===== src/rtl/datapath_sequencer.sv =====
// Micro-sequencer that stores a short program of datapath control words and
// replays one word per clock after a start pulse, driving the register-file/ALU datapath.
module datapath_sequencer #(
  parameter int DEPTH = 8,
  parameter int AW    = 3
) (
  input  logic          clk,
  input  logic          rst,
  input  logic          load_en,
  input  logic [AW-1:0] load_addr,
  input  logic [9:0]    load_instr,
  input  logic          start,
  input  logic [AW:0]   prog_len,
  input  logic          hold,
  output logic          busy,
  output logic          done,
  output logic [AW-1:0] pc,
  output logic          wr,
  output logic [2:0]    aluControl,
  output logic [1:0]    addr1,
  output logic [1:0]    addr2,
  output logic [1:0]    addr3
);

  typedef enum logic [1:0] {S_IDLE, S_RUN, S_DONE} state_t;

  localparam logic [AW:0] DEPTH_L = (AW+1)'(DEPTH);

  state_t        state_q, state_d;
  logic [AW:0]   len_q, len_d;
  logic [AW-1:0] pc_q, pc_d;
  logic [9:0]    ctrl_q, ctrl_d;
  logic [9:0]    mem [DEPTH];

  logic [AW:0]   len_clamped;
  logic [AW-1:0] pc_inc;
  logic          last_step;

  // Program memory has no reset so a loaded program survives rst.
  always_ff @(posedge clk) begin
    if (load_en && state_q == S_IDLE) begin
      mem[load_addr] <= load_instr;
    end
  end

  always_comb begin
    state_d     = state_q;
    len_d       = len_q;
    pc_d        = pc_q;
    ctrl_d      = ctrl_q;
    len_clamped = (prog_len > DEPTH_L) ? DEPTH_L : prog_len;
    pc_inc      = pc_q + 1'b1;
    last_step   = ({1'b0, pc_q} == (len_q - 1'b1));

    unique case (state_q)
      S_IDLE: begin
        if (start) begin
          len_d = len_clamped;
          if (len_clamped == '0) begin
            state_d = S_DONE;
          end else begin
            state_d = S_RUN;
            pc_d    = '0;
            ctrl_d  = mem[0];
          end
        end
      end
      S_RUN: begin
        if (!hold) begin
          if (last_step) begin
            state_d = S_DONE;
            ctrl_d  = '0;
          end else begin
            pc_d   = pc_inc;
            ctrl_d = mem[pc_inc];
          end
        end
      end
      S_DONE: begin
        state_d = S_IDLE;
      end
      default: begin
        state_d = S_IDLE;
      end
    endcase
  end

  always_ff @(posedge clk or posedge rst) begin
    if (rst) begin
      state_q <= S_IDLE;
      len_q   <= '0;
      pc_q    <= '0;
      ctrl_q  <= '0;
    end else begin
      state_q <= state_d;
      len_q   <= len_d;
      pc_q    <= pc_d;
      ctrl_q  <= ctrl_d;
    end
  end

  // wr is the only combinational output so a hold can cancel the write in the same cycle.
  assign busy       = (state_q == S_RUN);
  assign done       = (state_q == S_DONE);
  assign pc         = pc_q;
  assign wr         = busy & ctrl_q[9] & ~hold;
  assign aluControl = ctrl_q[8:6];
  assign addr1      = ctrl_q[5:4];
  assign addr2      = ctrl_q[3:2];
  assign addr3      = ctrl_q[1:0];

endmodule

===== config.mk =====
export PLATFORM = sky130hd
export DESIGN_NAME = datapath_sequencer
export DESIGN_NICKNAME = d
export VERILOG_FILES = /design/src/rtl/datapath_sequencer.sv
export SDC_FILE = /design/constraint.sdc
export NUM_CORES = 1
export LEC_CHECK = 0
export ABC_AREA = 1
export CORE_MARGIN = 2
export CORE_UTILIZATION = 58
export DETAILED_ROUTE_END_ITERATION = 16
export PLACE_DENSITY = 0.88
export SLEW_MARGIN = 20
export SYNTH_ARGS = -nofsm -noshare
export SYNTH_HDL_FRONTEND = slang
export SYNTH_SLANG_ARGS = --single-unit

===== constraint.sdc =====
create_clock -name clk -period 2.7 [get_ports clk]
set_input_delay 0.405 -clock clk [delete_from_list [all_inputs] [get_ports clk]]
set_output_delay 0.405 -clock clk [all_outputs]
set_load 0.01 [all_outputs]

Word level (Yosys, flattened, before mapping)
Memories as Yosys holds them, arrays and structs flattened.
Cells that the tools add are included.
{"block": "word_totals", "romBits": 0, "ff_bits": 19, "in_bits": 22, "latchBits": 0, "wordCells": 45, "ram_bits": 80, "mem_count": 1}
{"name": "mem", "words": 8, "width": 10, "read_ports": 2, "rd_ports_with_merged_regs": 0, "write_ports": 1, "line_no": "33", "text": "logic [9:0] mem [DEPTH];"}
{"block": "op_classes", "magnitude_cmp": 1, "n_shift": 0, "reduce_logical": 8, "n_bitwise": 3, "addsub": 2, "mux": 18, "div_mod_pow": 0, "multipliers": 0, "n_eq_ne": 8}
{"op": "$mux 10", "n": 4}
{"op": "$pmux 10 s2", "n": 1}
{"op": "$mux 3", "n": 4}
{"op": "$mux 2", "n": 4}
{"op": "$ne 2x2->1 const B", "n": 4}
{"op": "$pmux 3 s2", "n": 1}
{"op": "$reduce_and 5->1", "n": 1}
{"op": "$eq 3x4->1", "n": 1}
{"op": "$gt 4x4->1 const B", "n": 1}
{"op": "$logic_not 4->1", "n": 1}
{"op": "$mux 4", "n": 1}
{"op": "$pmux 2 s2", "n": 1}
{"op": "$reduce_and 4->1", "n": 1}
{"op": "$sub 4x1->4 const B", "n": 1}
{"op": "$add 3x1->3 const B", "n": 1}
{"op": "$reduce_and 3->1", "n": 1}
{"op": "$and 1x1->1", "n": 2}
{"op": "$eq 2x1->1 const B", "n": 1}
{"op": "$eq 2x2->1 const B", "n": 1}
{"op": "$logic_not 2->1", "n": 1}
{"op": "$mux 1", "n": 2}
{"op": "$ne 2x1->1 const B", "n": 1}
{"op": "$reduce_and 2->1", "n": 1}
{"op": "$reduce_bool 2->1", "n": 1}
{"op": "other kinds (2)", "n": 2}

Longest topological paths before layout
{"block": "logic_depth", "ltp_word": 6, "mapped_depth": 14}

Worst setup path after synthesis
No wires, ideal clock.
{"block": "synth_path", "path_type": "register -> register", "from": "register state_q[1]", "to": "memory mem[6][0] (enable)", "path_stages_with_launch": 6, "arrival_time_ns": 1.646, "slack_ns": 0.665, "setup_ns": 0.390, "t_required_ns": 2.310, "cell_sequence": "dfrtp_1 nor2_1 inv_1 nor2_1 nand2_1 nor3_1"}
{"block": "synth_via", "elab_chain_len": 4}
{"item": "from (decl)", "line_no": "29", "text": "state_t state_q, state_d;"}
{"item": "from (signal assigned)", "line_no": "95", "text": "state_q <= state_d;"}
{"item": "$logic_not 2->1", "line_no": "41", "text": "if (load_en && state_q == S_IDLE) begin"}
{"item": "$logic_and 1x1->1", "line_no": "41"}
{"item": "$mux 1", "line_no": "41"}
{"item": "$mux 1 (not written as such)", "line_no": "42", "text": "mem[load_addr] <= load_instr;"}
{"item": "to (decl)", "line_no": "33"}
No other way between the ends.

Worst setup path after layout
{"block": "layout_path", "from": "register state_q[1]", "to": "output wr"}
{"block": "layout_via", "elab_chain_len": 3}
{"item": "$eq 2x1->1", "line_no": "103", "text": "assign busy = (state_q == S_RUN);"}
{"item": "$and 1x1->1 (2 in a row)", "line_no": "106", "text": "assign wr = busy & ctrl_q[9] & ~hold;"}
{"item": "to (decl)", "line_no": "18", "text": "output logic wr,"}
No other way between the ends.

==> results.md <==
* Tot GR Track Use at 23.7%
* Setup TNS Final at 0 ns
* Share of cells above drive strength 1 at 12.8%
* Status: completed
* Maximum vdd drop at 0.000455 V
* Pins over their slew limit at 0
* DIE AREA at 8470 sq um
* Max-cap viol count at 0
* Io pins at 37
* Initial Util at 59.1%
* Slew HR at 52.2%
* Dpl hpwl at 6.14 mm
* CTS Buffer Depth at 2
* # resized after CTS at 0
* Worst setup SP type: flop
* Tcrit/Tclk final at 81.4%
* RSZ-0062 raised after global routing: false
* Grt total ovfl at 0
* Post-CTS setup buffers at 0
* Fraction of registers with async set/reset at 19.2%
* Post-Syn Area at 4490 sq um
* Die Wd at 92.0 microns
* Tmin final at 2.20 ns
* Clock Sinks at 99
* Post-Route Skew at 0.0135 ns
* Root Buffer: clkbuf_8
* Least-Margin Pin Slew at 0.716 ns
* Post-route ant nets at 0
* Detailed Route WL at 9.13 mm
* P&R area growth vs syn at 13.2%
* CTS Hold Bufs at 0
* Worst EP arrival at 1.79 ns
* CORE AREA at 7610 sq um
* CTS tree: built
* # setup viols final at 0
* CP Class: reg -> out
* Worst hold path class: in -> async
* Routed via count at 3110
* Dominant synthesized flop cell: edfxtp_1
* WL/cell at 15.6 microns
* Pwr/cell area at 1060 nW/um^2
* Rows at 32
* Seq/Total Area, Yosys at 64.0%
* Initial antenna violation count at 0
* Post-synth cell types at 25
* Clk slew on worst S/H paths at 0.10 ns
* Final RePlAce weighted congestion at 0.826
* Avg Synthesized Cell Area at 10.1 sq um
* Final hold vios at 0
* Largest net degree at the start of global routing at 49
* TritonCTS Buffers at 9
* Antenna diodes at 0
* Worst EP required at 2.30 ns
* Leakage at 2.13 nW
* Number of synthesized flops with an enable pin at 80
* Ys Warns at 0
* Crit. End Element: primary output
* FILL cells at 538
* Layout net count at 502
* H-tree depth at 3
* Synth Net Count at 467
* Drt first pass iters at 4
* Vias in the first global route at 3189
* FMAX at 0.455 GHz
* Number of port buffers at 36
* Chip height at 92.0 microns
* First-pass GRT wire length at 15.2 mm
* Iteration-0 DRC Markers at 174
* Total power at 5.40 mW
* Vias per cell at 5.32
* Syn Inst Count at 443
* DRC at 0
* CP max FO at 7
* Yosys reg bits at 99
* Clk Latency, worst-skew pair at 0.37 ns
==> stage by stage <==
step	cells	hold slack [ns]	worst slack, ns	cell area [sq um]	util, %
after floorplan	443	0.356	0.665	4490	-
after global placement	569	0.482	0.762	4910	64.6
after detailed placement	569	0.491	0.714	4910	64.6
after CTS	585	0.482	0.480	5090	66.9
after global routing	585	0.510	0.410	5090	66.9
final	585	0.441	0.503	5090	66.9
==> per-layer routing <==
layer  global-route usage (%)  part of all wire (%)
met2                     40.3                    52
met1                     29.9                    41
met4                     10.3                   2.4
met5                        0                     0
met3                     4.27                   4.4
==> power by group <==
group          total, mW  internal, mW  switching [mW]
clock              0.863         0.343           0.520
sequential          1.93          1.82           0.105
combinational       2.62         0.948            1.67
==> Yosys cell counts, types with 3 or more instances <==
| cell | number | area, sq um |
|---|---|---|
| a21oi_1 | 21 | 105 |
| buf_2 | 3 | 15.0 |
| buf_4 | 14 | 105 |
| clkbuf_1 | 6 | 22.5 |
| dfrtp_1 | 19 | 475 |
| edfxtp_1 | 80 | 2400 |
| inv_1 | 42 | 158 |
| inv_2 | 3 | 11.3 |
| nand2_1 | 132 | 495 |
| nand2_2 | 22 | 138 |
| nand2_4 | 3 | 33.8 |
| nand3_1 | 34 | 170 |
| nor2_1 | 33 | 124 |
| nor3_1 | 3 | 15.0 |
| o21ai_0 | 14 | 70.1 |
| o22ai_1 | 3 | 18.8 |
==> cells by family (layout without fill, tap and decap cells) <==
group,count (synthesis),after routing,synth area share (%)
simple gates,232,232,23.2
buf+inv,71,111,7.66
xor+xnor,1,1,0.195
fa+ha+maj,2,2,0.557
compound gates,38,38,4.32
flops,99,99,64.0
==> cell usage in the layout (no fill, tap or decap), types with 13 or more instances in the layout <==
cell and instances:
nand3_1 34, o21ai_0 14, buf_4 13, nand2_2 22, inv_1 42, dfrtp_1 19, edfxtp_1 80, a21oi_1 21
nor2_1 33, nand2_1 132, clkdlybuf4s50_1 36
==> layout make-up <==
class                   instances  area (sq um)  share of cell area [%]
well taps                     102           128                    2.51
clock buffers                  10           128                    2.51
repair buffers                 49           458                    9.00
clock inverters                 6          46.3                   0.910
flip-flops and latches         99          2880                    56.6
inverters                      46           178                    3.49
multi-input cells             273          1270                    25.0
==> critical path, cell delays in order (launching register included) <==
cell             delay (ns)
dfrtp_1                0.44
nor2_4                 0.25
nand2_1                0.08
nor2_1                 0.10
clkdlybuf4s50_1        0.55
==> path summary, 6_finish.rpt <==
check	depth (start not counted)	slack (ns)	end	startpoint
setup / recovery	4	0.50	wr	state_q[1]
hold / removal	2	0.44	ctrl_q[0]	rst
setup reg to reg	9	0.68	ctrl_q[4]	pc[1]
hold reg to reg	2	0.51	ctrl_q[0]	ctrl_q[0]
max in group asynchronous	2	1.79	ctrl_q[7]	rst
min in group clk	2	0.51	ctrl_q[0]	ctrl_q[0]
==> sequential cells by signal (all words and copies together) (netlist names) <==
register  cells
mem          80
len_q         4
pc            3
state_q       2
ctrl_q       10
(Power assumes the default switching activity.)
